[src/rtl/lcd_bus_receiver.sv]
// lcd_bus_receiver: HD44780-style LCD bus responder with 32-char screen buffer.
// Ports: clk/rst system clock and async reset; lcd_e/lcd_rs/lcd_rw/lcd_dat_in async bus inputs;
// lcd_dat_out/lcd_dat_oe read return; rd_addr/rd_char debug buffer read; cmd_valid/cmd_byte
// accepted commands; ddram_addr address counter; busy responder busy; overrun sticky error.
module lcd_bus_receiver #(
  parameter int BUSY_CYCLES = 40
) (
  input  logic       clk,
  input  logic       rst,
  input  logic       lcd_e,
  input  logic       lcd_rs,
  input  logic       lcd_rw,
  input  logic [3:0] lcd_dat_in,
  output logic [3:0] lcd_dat_out,
  output logic       lcd_dat_oe,
  input  logic [4:0] rd_addr,
  output logic [7:0] rd_char,
  output logic       cmd_valid,
  output logic [7:0] cmd_byte,
  output logic [4:0] ddram_addr,
  output logic       busy,
  output logic       overrun
);
  localparam int CW = $clog2(BUSY_CYCLES + 1);
  typedef enum logic [1:0] {INIT8, HI, LO} mode_t;
  mode_t mode;
  logic [1:0] e_s, rs_s, rw_s;
  logic [3:0] d_s1, d_s2;
  logic e_d;
  logic [7:0] buffer [32];
  logic id, rs_l, rw_l, clearing;
  logic [3:0] hi, held;
  logic [4:0] clr_idx;
  logic [CW-1:0] cnt;
  logic strobe, wr, acc, mism, rs_c, rd_step;
  logic [7:0] byte_c, rd_byte;
  logic [4:0] step_addr;
  // Strobe is the falling edge of synchronized E; bus fields come from the same stage.
  assign strobe = e_d & ~e_s[1];
  assign wr = strobe & ~rw_s[1] & ~busy;
  // In LO the second half must have the same direction as the latched first half.
  assign mism = (mode == LO) & (rw_l != rw_s[1]);
  assign byte_c = (mode == INIT8) ? {d_s2, 4'h0} : {hi, d_s2};
  assign rs_c = (mode == INIT8) ? rs_s[1] : rs_l;
  assign acc = wr & ((mode == INIT8) | ((mode == LO) & ~mism));
  assign rd_step = strobe & rw_s[1] & (((mode == INIT8) & rs_s[1]) | ((mode == LO) & rs_l & ~mism));
  assign step_addr = id ? ddram_addr + 5'd1 : ddram_addr - 5'd1;
  // Read data is captured one stage early so it is already valid when the enable rises.
  assign rd_byte = rs_s[0] ? buffer[ddram_addr] : {busy, ddram_addr[4], 2'b00, ddram_addr[3:0]};
  assign lcd_dat_oe = e_s[1] & rw_s[1];
  assign lcd_dat_out = lcd_dat_oe ? held : 4'h0;
  always_ff @(posedge clk or posedge rst) begin
    if (rst) begin
      e_s <= '0;
      rs_s <= '0;
      rw_s <= '0;
      d_s1 <= '0;
      d_s2 <= '0;
      e_d <= 1'b0;
      for (int i = 0; i < 32; i++) buffer[i] <= 8'h20;
      mode <= INIT8;
      id <= 1'b1;
      rs_l <= 1'b0;
      rw_l <= 1'b0;
      clearing <= 1'b0;
      hi <= '0;
      held <= '0;
      clr_idx <= '0;
      cnt <= '0;
      ddram_addr <= '0;
      busy <= 1'b0;
      overrun <= 1'b0;
      cmd_valid <= 1'b0;
      cmd_byte <= 8'h00;
      rd_char <= 8'h20;
    end else begin
      e_s <= {e_s[0], lcd_e};
      rs_s <= {rs_s[0], lcd_rs};
      rw_s <= {rw_s[0], lcd_rw};
      d_s1 <= lcd_dat_in;
      d_s2 <= d_s1;
      e_d <= e_s[1];
      rd_char <= buffer[rd_addr];
      if (e_s[0] & rw_s[0] & ~lcd_dat_oe) held <= (mode == LO) ? rd_byte[3:0] : rd_byte[7:4];
      if (strobe) begin
        if (~rw_s[1] & busy) overrun <= 1'b1;
        else if (mode == HI) begin
          hi <= d_s2;
          rs_l <= rs_s[1];
          rw_l <= rw_s[1];
          mode <= LO;
        end else if (mode == LO) begin
          mode <= (acc & ~rs_c & (byte_c[7:4] == 4'b0011)) ? INIT8 : HI;
          if (mism) overrun <= 1'b1;
        end else if (acc & ~rs_c & (byte_c[7:4] == 4'b0010)) mode <= HI;
      end
      if (acc) begin
        cmd_valid <= ~rs_c;
        busy <= 1'b1;
        cnt <= CW'(BUSY_CYCLES);
        if (rs_c) begin
          buffer[ddram_addr] <= byte_c;
          ddram_addr <= step_addr;
        end else begin
          cmd_byte <= byte_c;
          if (byte_c[7]) ddram_addr <= {byte_c[6], byte_c[3:0]};
          else if (byte_c[7:5] == 3'b001) id <= id;
          else if (byte_c[7:2] == 6'b000001) id <= byte_c[1];
          else if (byte_c[7:1] == 7'b0000001) ddram_addr <= '0;
          else if (byte_c == 8'h01) begin
            clearing <= 1'b1;
            clr_idx <= '0;
          end
        end
      end else begin
        cmd_valid <= 1'b0;
        cnt <= (cnt != '0) ? cnt - CW'(1) : cnt;
        busy <= (cnt > CW'(1)) | (clearing & (clr_idx != 5'd31));
        if (rd_step) ddram_addr <= step_addr;
      end
      if (clearing) begin
        buffer[clr_idx] <= 8'h20;
        clr_idx <= clr_idx + 5'd1;
        if (clr_idx == 5'd31) begin
          clearing <= 1'b0;
          ddram_addr <= '0;
          id <= 1'b1;
        end
      end
    end
  end
endmodule

[config.mk]
export PLATFORM = sky130hd
export DESIGN_NAME = lcd_bus_receiver
export DESIGN_NICKNAME = d
export VERILOG_FILES = /design/src/rtl/lcd_bus_receiver.sv
export SDC_FILE = /design/constraint.sdc
export NUM_CORES = 1
export LEC_CHECK = 0
export BUFFER_PORTS_ARGS = -buffer_cell sky130_fd_sc_hd__buf_2
export CAP_MARGIN = 20
export CORE_ASPECT_RATIO = 0.9
export CORE_MARGIN = 3
export CORE_UTILIZATION = 40
export DETAILED_ROUTE_END_ITERATION = 12
export PLACE_DENSITY = 0.57
export SYNTH_ARGS = -nofsm -noshare
export SYNTH_HDL_FRONTEND = slang
export SYNTH_SLANG_ARGS = --single-unit
[constraint.sdc]
create_clock -name clk -period 12.5 [get_ports clk]
set_clock_uncertainty 0.05 [all_clocks]
set_input_delay 2.5 -clock clk [delete_from_list [all_inputs] [get_ports clk]]
set_output_delay 2.5 -clock clk [all_outputs]
set_load 0.01 [all_outputs]
-- After elaboration in Yosys (flattened, before gate mapping)
Cells that the tools add are included.
- flip-flop bits (word level): 320
- input port bits: 14
- output and inout port bits: 29
- logic and storage cells: 195
- $add $sub $neg: 4
- order comparisons: 6
- equal/unequal tests: 17
- multiplexer cells: 65
- bitwise operators: 35
- reductions and logical operators: 15
- operator list (cell ; number):
    two-way mux 256 bit ; 3
    bitwise mux 256 bit ; 1
    bitwise AND 224 bit ; 1
    inverter 224 bit ; 1
    two-way mux 5 bit ; 18
    binary-select mux 8 bit (select 5 bit) ; 2
    demux 8 bit (select 5 bit) ; 2
    two-way mux 8 bit ; 8
    bitwise OR 32 bit ; 1
    two-way mux 1 bit ; 24
    bitwise AND 1 bit ; 19
    >= comparator 6 bit (second input constant) ; 3
    inverter 5 -> 6 bit ; 3
    less-than comparator 6 x 1 -> 1 bit (second input constant) ; 2
    two-way mux 6 bit ; 2
    inequality test 2 bit (second input constant) ; 6
    adder 5 x 1 -> 5 bit (second input constant) ; 2
    nonzero test 2 bit ; 5
    == test 4 x 2 -> 1 bit (second input constant) ; 2
    == test 8 x 1 -> 1 bit (second input constant) ; 1
    two-way mux 4 bit ; 2
    == test 7 x 1 -> 1 bit (second input constant) ; 1
    inverter 1 bit ; 7
    AND reduction 7 bit ; 1
    19 further kinds ; 25

-- Depth between registers and ports, before layout
Gate-level depths: netlist of run 1.
- depth after elaboration: 12
- depth in mapped cells: 12
- mapped depth without buffers: 9

-- Worst setup path after synthesis of run 1
No wires, ideal clock.
- kind: in2reg
- from: in rd_addr[0]
- to: reg rd_char[0]
- library setup time: 0.125 ns
- arrival time: 4.242 ns
- data required time: 12.325 ns
- slack: 8.084 ns
- cell stages on the path: 5
- buffers on the path: 2
- path through: buf_2 > buf_2 > mux4_2 > mux4_2 > mux2_2
- cells in the longest elaborated chain, start to end: 4
- RTL lines (what ; line ; source):
    start: declaration ; 16 ; input logic [4:0] rd_addr,
    inverter 5 -> 6 bit (not written as such) ; 83 ; rd_char <= buffer[rd_addr];
    binary-select mux 8 bit (select 5 bit) ; 83 ;
    two-way mux 8 bit (not written as such) (2 in series) ; 83 ;
    end signal: assignment ; 83 ;
    end: declaration ; 17 ; output logic [7:0] rd_char,
No other way between the ends. The select of a mux whose other input is x is not followed.
A chain may end at the register's enable or synchronous reset.

-- Final worst setup path of run 1
- from: in rd_addr[0]
- to: reg rd_char[1]
Same word-level chain as after synthesis.

==> summary.md, run 1 <==
| Metric | Value |
|---|---|
| Pre-antenna DRT Iters | 6 |
| CP Data Required Time | 12890 ps |
| Via count | 14184 |
| CTS tree | yes |
| Port Buffers | 42 |
| Cell area after synthesis | 17900 sq um |
| Register area share after synthesis | 45.1% |
| Syn Inst Count | 1655 |
| Post-Route Setup TNS | 0 ps |
| Final min period | 4610 ps |
| Slowest CP cell | buf_4 |
| Final setup vio count | 0 |
| Worst reg2reg startpoint | ddram_addr[0]$_DFF_PP0_ |
| Final Wtd Congestion | 1.01 |
| Hold Crit Class | reg2reg |
| Antenna Nets Post-Route | 0 |
| Max stage delay on crit path | 750 ps |
| Post-Syn Nets | 1683 |
| Share of the synthesized area in the top cell type | 40.1% |
| Final WL | 62300 um |
| Die area | 47200 sq um |
| Vias per cell | 6.29 |
| Initial antenna violation count | 1 |
| Fraction of registers with async set/reset | 100% |
| CP Capture Type | flop |
| Std-Cell Rows | 72 |
| DRC viols | 0 |
| HP Start | d_s1[1]$_DFF_PP0_ |
| Area leader, netlist | dfrtp_1 |
| Fin nets | 1663 |
| Rel. slew slack | 25.2% |
| Total CTS buffers | 36 |
| Distinct cells, synth | 69 |
| Placed insts | 2189 |
| WS Path Type | in2reg |
| Prevailing post-synth register cell | dfrtp_1 |
| Setup ws final | 7890 ps |
| Pin count of the biggest net entering global routing | 98 |
| Synth cell count leaders | dfrtp_1 (286), nor2_1 (216), nand2_1 (176), a21oi_1 (133), mux4_2 (130) |
| Post-synth EDFFs | 0 |
| Hold Crit Depth | 0 |
| Bufs on Longest Clock Path | 3 |
| Final hold violations | 0 |
| CP Cell Sequence | buf_4, buf_4, mux4_2, mux4_2, mux2_2 |
| Hold buffer count at CTS | 0 |
| Share of cells above drive strength 1 | 21.5% |
| Fin. max-slew vios | 0 |
| Initial Utilization | 41.0% |
| Vias in the first global route | 13667 |
| PostCTS Resize Cnt | 0 |
| Reg-to-Reg End | held[2]$_DFFE_PP0P_ |
| Clk Latency, worst-skew pair | 570 ps |
| Detail Placement HPWL | 41900 um |
| Mapped Avg Cell Area | 10.8 sq um |
| Die width | 229 um |
| Clock Root Buffer | clkbuf_16 |
| Max_cap viols | 0 |
| Status | complete, no violations |
| VDD IR-drop max | 0.129 mV |
| RSZ-0062 raised after global routing | no |
| Final std cells w/o fill | 2255 |
| First-pass GRT wire length | 93500 um |
| GRT overflow | 0 |
| Wire per inst | 27.6 um |
| WP buf/inv | 2 |
| P&R area growth vs syn | 10.5% |
| Highest clock rate | 217 MHz |
| Actual slew at the worst max-slew pin | 1110 ps |
| Utilization after layout | 45.3% |
| Hold path endpoint | d_s2[1]$_DFF_PP0_ |
| Dominant cells by area after synthesis | dfrtp_1 (40%), mux4_2 (16%), dfstp_2 (5.0%), mux2i_1 (4.6%), nor2_1 (4.5%) |
| Most frequent cell after synthesis | dfrtp_1 |
| Lkg Pwr | 8.31 nW |
| Number of diodes | 0 |
| Gr usage total | 26.7% |
| Total core area | 43500 sq um |
| H-tree levels | 2 |
| Syn. warnings | 0 |
| Tcrit/Tclk final | 36.9% |
| Clk slew on worst S/H paths | 70 ps |
| DR iter-0 viols | 1911 |
| Ports | 43 |
| R2R depth | 7 |
| Post-CTS Setup Bufs | 0 |
| Pre-CTS setup slack | 7250 ps |
| Die Ht | 206 um |
| Critical path's top delay family | multiplexers |
| Clock sink count | 320 |
| Final Total Pwr | 3.38 mW |
| R2r setup slk | 8480 ps |
| CP arrival | 5010 ps |
| FF+latch count, synth | 320 |
| Crit start category | input port |
| PwrDens | 171 nW/um^2 |
| Worst-path fanout max | 47 |
[through the flow]
step	area (sq um)	hold WS, ps
floorplan	17900	281
global placement	18400	289
detailed placement	18400	287
CTS	19700	300
global route	19700	315
finish	19700	301
[worst reg2reg max path, stage by stage (launching register included)]
cell and delay [ps]:
dfrtp_4 680, buf_4 530, buf_4 700, mux4_2 660, mux2i_1 160, nor2_1 90
a2111oi_0 780, a222oi_1 190
[per-layer routing]
metal / wire [um] / share of wire (%) / track usage, %
met4: 1930 / 3.1 / 8.77
met1: 26900 / 43 / 39.5
met2: 25600 / 41 / 37.3
met3: 7850 / 13 / 7.92
met5: 32 / 0.051 / 0
[worst max path at each step]
stage | startpoint | endpoint | slack [ps] | depth (start not counted)
after floorplan | rst | buffer[0]$_DFF_PP0_ | 1150 | 1
after CTS | rd_addr[0] | rd_char[1]$_DFF_PP0_ | 7820 | 5
after global placement | rd_addr[0] | rd_char[1]$_DFF_PP0_ | 7320 | 5
after global routing | rd_addr[0] | rd_char[2]$_DFF_PP0_ | 7670 | 5
after detailed placement | rd_addr[0] | rd_char[1]$_DFF_PP0_ | 7250 | 5
final | rd_addr[0] | rd_char[1]$_DFF_PP0_ | 7890 | 5
[state kept, by name, indices dropped and copies added, names as in the netlist, 5 cells and up]
name / flops
cnt: 6
buffer: 256
rd_char: 8
clr_idx: 5
cmd_byte: 8
ddram_addr: 5
[layout by cell type (no fill, tap or decap), types with 10 or more instances in the layout]
cell type    n
clkbuf_16   38
dfstp_2     34
mux2_2      22
dfrtp_1    284
buf_4       29
mux2i_1     79
nor2_1     215
nand2_1    176
and2_1      18
nor3_1      63
nand2_2     10
inv_1       31
mux4_2     130
a211oi_1    55
a31oi_1     25
o21ai_0     19
buf_2       41
nand3_1     65
ha_1        13
a22oi_1     12
and3_1      11
a21oi_1    133
a211o_1     19
[report_power, final]
group / switching, mW / leakage (nW) / internal, mW
Combinational: 0.710 / 3.42 / 0.313
Sequential: 0.0958 / 4.26 / 1.10
Clock: 0.461 / 0.626 / 0.697
Total: 1.27 / 8.31 / 2.11
[final cells by class]
cell class / count / area [sq um]
sequential: 320 / 8060
inverter: 34 / 135
multi-input combinational: 1173 / 9090
clock inverter: 11 / 176
clock buffer: 55 / 1100
timing repair buffer: 70 / 423
tap: 592 / 741
fill: 3978 / 23800
[kinds of logic after synthesis]
| group | Yosys count | synth area share [%] |
|---|---|---|
| buffers and inverters | 162 | 4.29 |
| muxes | 238 | 22.7 |
| DFF | 320 | 45.1 |
| and+or+nand+nor | 606 | 15.5 |
| xor gates and xnor gates | 8 | 0.392 |
| adders and majority gates | 14 | 1.02 |
| AOI/OAI and AO/OA | 307 | 11.0 |
Power figures use the tool's default switching activity.
==> run 2, diff against run 1 <==
clock period = 4.55 ns   (was 12.5 ns; I/O delays follow)
==> run 2 against run 1 <==
Net effect: via count is 0.32% lower; power rose to 2.7 times the previous value; hold slack worse by 4.2 ps; design area up 0.13%; non-clock buffer count up 12; worst setup slack lost 6700 ps; count of clock-buffer cells in the layout grew 2; first-iteration DRC count down 18%; clock power grew 140%; die area stayed put.
==> summary.md, run 2 (same netlist as run 1, synthesis figures left out) <==
| Metric | Value |
|---|---|
| Status | complete, no violations |
| Ports | 43 |
| Clock sink count | 320 |
| Actual slew at the worst max-slew pin | 1120 ps |
| Hold Crit Class | reg2reg |
| DR iter-0 viols | 1559 |
| Antenna Nets Post-Route | 0 |
| Total CTS buffers | 36 |
| Initial Utilization | 41.0% |
| Worst reg2reg startpoint | mode[0]$_DFFE_PP0P_ |
| Hold buffer count at CTS | 0 |
| Max reg flops | 256 |
| Total core area | 43500 sq um |
| Most frequent cells in the layout | dfrtp_1 (284), nor2_1 (215), nand2_1 (176) |
| Most common cell after layout, fill and taps aside | dfrtp_1 |
| PwrDens | 459 nW/um^2 |
| Pin count of the biggest net entering global routing | 77 |
| Met2 usage | 38.0% |
| Port Buffers | 42 |
| Wire per inst | 27.2 um |
| Pre-antenna DRT Iters | 5 |
| Initial antenna violation count | 2 |
| Max_cap viols | 0 |
| PostCTS Resize Cnt | 0 |
| Die area | 47200 sq um |
| Final WL | 61600 um |
| Met1 usage | 37.2% |
| Sequential Power Share | 37.0% |
| Grt peak-use layer | met2 |
| Clock Root Buffer | clkbuf_16 |
| Logic pwr share | 31.8% |
| GRT overflow | 0 |
| Critical path's top delay family | simple AND/OR/NAND/NOR gates |
| Rel. slew slack | 24.0% |
| Top reg by flops | buffer |
| Final Total Pwr | 9.07 mW |
| Final min period | 3330 ps |
| Std-Cell Rows | 72 |
| Highest clock rate | 300 MHz |
| Final Wtd Congestion | 0.967 |
| Fin. max-slew vios | 0 |
| RSZ-0062 raised after global routing | no |
| Largest registers | buffer x256, cmd_byte x8, rd_char x8 |
| WS Path Type | reg2reg |
| Lkg Pwr | 8.32 nW |
| Slowest CP cell | nor4_4 |
| Tcrit/Tclk final | 73.2% |
| Clk slew on worst S/H paths | 60 ps |
| Fin nets | 1675 |
| Via count | 14139 |
| H-tree levels | 2 |
| Gr usage total | 26.3% |
| CP Cell Sequence | inv_1, ha_1, a21oi_1, nand2b_1, nor4_4, and3_1, mux2i_1, nor2_1 |
| Internal | 5.54 mW |
| Number of diodes | 0 |
| Met3 Usage GRT | 8.60% |
| HP Start | d_s1[1]$_DFF_PP0_ |
| Detail Placement HPWL | 41600 um |
| Share of cells above drive strength 1 | 21.6% |
| VDD IR-drop max | 0.312 mV |
| Filler Cell Count | 4017 |
| CP arrival | 3700 ps |
| Clk Latency, worst-skew pair | 560 ps |
| Crit start category | flop |
| CP startpoint | mode[0]$_DFFE_PP0P_ |
| DRC viols | 0 |
| CP Data Required Time | 4920 ps |
| Die Ht | 206 um |
| Bufs on Longest Clock Path | 3 |
| Die width | 229 um |
| P&R area growth vs syn | 10.6% |
| Post-CTS Setup Bufs | 0 |
| Final setup vio count | 0 |
| Setup ws final | 1220 ps |
| Final hold violations | 0 |
| Switching share of power | 38.8% |
| Vias per cell | 6.24 |
| Utilization after layout | 45.4% |
| Max stage delay on crit path | 920 ps |
| WP buf/inv | 1 |
| CTS tree | yes |
| First-pass GRT wire length | 92700 um |
| Total net switching power | 3.52 mW |
| CP Capture Type | flop |
| Worst-path fanout max | 12 |
| Vias in the first global route | 13691 |
| Pre-CTS setup slack | 1210 ps |
| Clock Power Share | 31.2% |
## run 2: cell count changes in the layout (fill, tap and decap cells not counted), sizes merged
cell    delta
buf       +12
bufinv     -4
clkbuf     +2
clkinv     +2
## run 2: final timing paths
check | end | slack (ps) | cells after the start
worst max-delay path | buffer[73]$_DFF_PP0_ | 1220 | 8
max in group asynchronous | buffer[157]$_DFF_PP1_ | 2940 | 3
worst max register to register | buffer[73]$_DFF_PP0_ | 1220 | 8
min in group asynchronous | buffer[54]$_DFF_PP0_ | 480 | 2
worst min register to register | d_s2[1]$_DFF_PP0_ | 300 | 0
worst min-delay path | d_s2[1]$_DFF_PP0_ | 300 | 0
## run 2: metrics by stage
stage / TNS (ps) / hold slack [ps] / cell area [sq um] / instances
after floorplan: -185630 / 281 / 17900 / 1655
after global placement: 0 / 285 / 18600 / 2200
after detailed placement: 0 / 286 / 18600 / 2201
after CTS: 0 / 299 / 19800 / 2267
after global routing: 0 / 303 / 19800 / 2267
final: 0 / 297 / 19800 / 2267
## run 2: layer usage
layer	wire [um]	share of wire, %
met4	2290	3.7
met2	26300	43
met1	26000	42
met5	10	0.016
met3	7020	11
## run 2: cell type report
| cell class | instances | area, sq um | area share (%) |
|---|---|---|---|
| clock buffer | 57 | 1050 | 5.32 |
| clock inverter | 9 | 52.6 | 0.266 |
| inverter | 34 | 131 | 0.665 |
| multi-input combinational | 1173 | 9100 | 46.1 |
| sequential | 320 | 8060 | 40.8 |
| tap | 592 | 741 | 3.75 |
| timing repair buffer | 82 | 621 | 3.14 |
## run 2: power by group through the flow
| stage | registers [mW] | logic, mW | clock network (mW) |
|---|---|---|---|
| after global placement | 3.39 | 2.78 | 0 |
| after floorplan | 3.22 | 1.89 | 0 |
| final | 3.35 | 2.88 | 2.83 |
| after global routing | 3.38 | 3.02 | 2.99 |
| after CTS | 3.34 | 2.83 | 2.85 |
| after detailed placement | 3.39 | 2.82 | 0 |
==> run 3, diff against run 2 <==
PLACE_DENSITY = 0.59   (was 0.57)
clock period = 2.9 ns   (was 4.55 ns; I/O delays follow)
==> run 3 against run 2 <==
Net effect: first-iteration DRC count up 14%; count of clock-buffer cells in the layout decreased by 1; sequential cell count unchanged; power increased by 64%; routed wire length increased by 3.3%; sequential power grew 56%.
==> summary.md, run 3 (same netlist as run 1, synthesis figures left out) <==
| Metric | Value |
|---|---|
| Status | complete, no violations |
| Hold Crit Class | in2async |
| Worst-path fanout max | 28 |
| Clk Latency, worst-skew pair | 540 ps |
| Final setup vio count | 0 |
| Worst Hold Margin | 76.0 ps |
| Die Ht | 206 um |
| Highest clock rate | 365 MHz |
| Final hold violations | 0 |
| Vias in the first global route | 14014 |
| Switching share of power | 37.8% |
| Antenna Nets Post-Route | 0 |
| Sequential Power Share | 35.1% |
| Clock Root Buffer | clkbuf_16 |
| Lkg Pwr | 8.74 nW |
| Fin nets | 1738 |
| Total core area | 43500 sq um |
| Area occupied by multi-input gates | 9100 sq um |
| Clock Power Share | 31.5% |
| Total CTS buffers | 36 |
| Die width | 229 um |
| H-tree levels | 2 |
| Fin. max-slew vios | 0 |
| Most frequent cells in the layout | dfrtp_1 (284), nor2_1 (215), nand2_1 (176) |
| DR iter-0 viols | 1784 |
| Initial Utilization | 41.0% |
| Ports | 43 |
| Logic pwr share | 33.3% |
| WS Path Type | reg2reg |
| Crit start category | flop |
| Final min period | 2740 ps |
| Clk slew on worst S/H paths | 60 ps |
| Max reg flops | 256 |
| Clock sink count | 320 |
| Tcrit/Tclk final | 94.4% |
| Final std cells w/o fill | 2330 |
| Total net switching power | 5.61 mW |
| Rel. slew slack | 45.3% |
| CP arrival | 3100 ps |
| CP Capture Type | flop |
| Top reg by flops | buffer |
| Std-Cell Rows | 72 |
| Die area | 47200 sq um |
| Pin count of the biggest net entering global routing | 75 |
| Internal | 9.23 mW |
| CTS tree | yes |
| CP Data Required Time | 3270 ps |
| PwrDens | 725 nW/um^2 |
| Number of diodes | 0 |
| Initial antenna violation count | 2 |
| Actual slew at the worst max-slew pin | 818 ps |
| Detail Placement HPWL | 45300 um |
| Share of cells above drive strength 1 | 24.9% |
| P&R area growth vs syn | 14.7% |
| Reg-to-Reg End | held[3]$_DFFE_PP0P_ |
| Wire per inst | 27.3 um |
| Via count | 14409 |
| Bufs on Longest Clock Path | 3 |
| RSZ-0062 raised after global routing | no |
| FF+latch area | 8060 sq um |
| First-pass GRT wire length | 96000 um |
| Pre-antenna DRT Iters | 5 |
| VDD IR-drop max | 0.450 mV |
| Largest registers | buffer x256, cmd_byte x8, rd_char x8 |
| Filler Cell Count | 4000 |
| Final WL | 63600 um |
| Worst reg2reg startpoint | ddram_addr[0]$_DFF_PP0_ |
| Vias per cell | 6.18 |
| Most common cell after layout, fill and taps aside | dfrtp_1 |
| Max_cap viols | 0 |
| Placed insts | 2264 |
| R2r setup slk | 160 ps |
| Final Wtd Congestion | 0.961 |
| GRT overflow | 0 |
| Port Buffers | 42 |
| R2R depth | 6 |
| Gr usage total | 27.4% |
| DRC viols | 0 |
[run 3: layout make-up]
class | instances | share of cell area, %
Multi-Input combinational cell | 1173 | 44.5
Inverter | 34 | 0.642
Clock buffer | 56 | 5.31
Sequential cell | 320 | 39.3
Tap cell | 592 | 3.62
Clock inverter | 10 | 0.538
Timing Repair Buffer | 145 | 6.10
[run 3: how the worst max path moves through the flow]
| stage | slack (ps) | start | cells past startpoint | end |
|---|---|---|---|---|
| 2_1_floorplan | -1970 | rst | 1 | buffer[0]$_DFF_PP0_ |
| 5_1_grt | 50 | mode[0]$_DFFE_PP0P_ | 10 | buffer[82]$_DFF_PP0_ |
| 6_report | 160 | ddram_addr[0]$_DFF_PP0_ | 6 | held[3]$_DFFE_PP0P_ |
| 3_5_place_dp | 160 | mode[0]$_DFFE_PP0P_ | 8 | mode[1]$_DFFE_PP0P_ |
| 3_3_place_gp | 210 | ddram_addr[0]$_DFF_PP0_ | 7 | held[3]$_DFFE_PP0P_ |
| 4_1_cts | 130 | mode[0]$_DFFE_PP0P_ | 8 | mode[1]$_DFFE_PP0P_ |
[run 3: worst max-delay path: stages (launching register included)]
cell and delay, ps:
dfrtp_4 670, buf_12 300, mux4_2 600, and3_1 230, a221oi_1 210, o21ai_1 180
a221o_1 340
[run 3: through the flow]
step                utilization, %  TNS (ps)  cell area [sq um]  total power [mW]  setup WS (ps)
floorplan                        -   -591180              17900              8.02          -1970
global route                  47.1         0              20500              15.4           53.1
CTS                           47.0         0              20500              14.8            127
detailed placement            44.3         0              19300              10.1            156
finish                        47.1         0              20500              14.8            162
global placement              44.3         0              19300              10.1            211
[run 3: power groups by stage]
stage                     Combinational (mW)  Clock, mW  Sequential (mW)
after floorplan                         2.97          0             5.05
after global placement                  4.80          0             5.27
after detailed placement                4.83          0             5.27
after CTS                               4.86       4.76             5.20
after global routing                    5.16       4.97             5.25
final                                   4.95       4.68             5.21
[run 3: routing by layer]
metal | up-vias | part of all wire, % | track usage (%)
met5 | - | 0.031 | 0
met3 | 125 | 11 | 6.49
met4 | 4 | 3.0 | 8.23
met2 | 746 | 43 | 40.5
li1 | 6176 | - | -
met1 | 7358 | 43 | 40.1
[run 3: what timing repair did]
action | in CTS | in global routing
setup endpoints to repair | 0 | 4
gates resized for setup | 0 | 2
buffers inserted | 0 | 0
hold buffers | 0 | 0
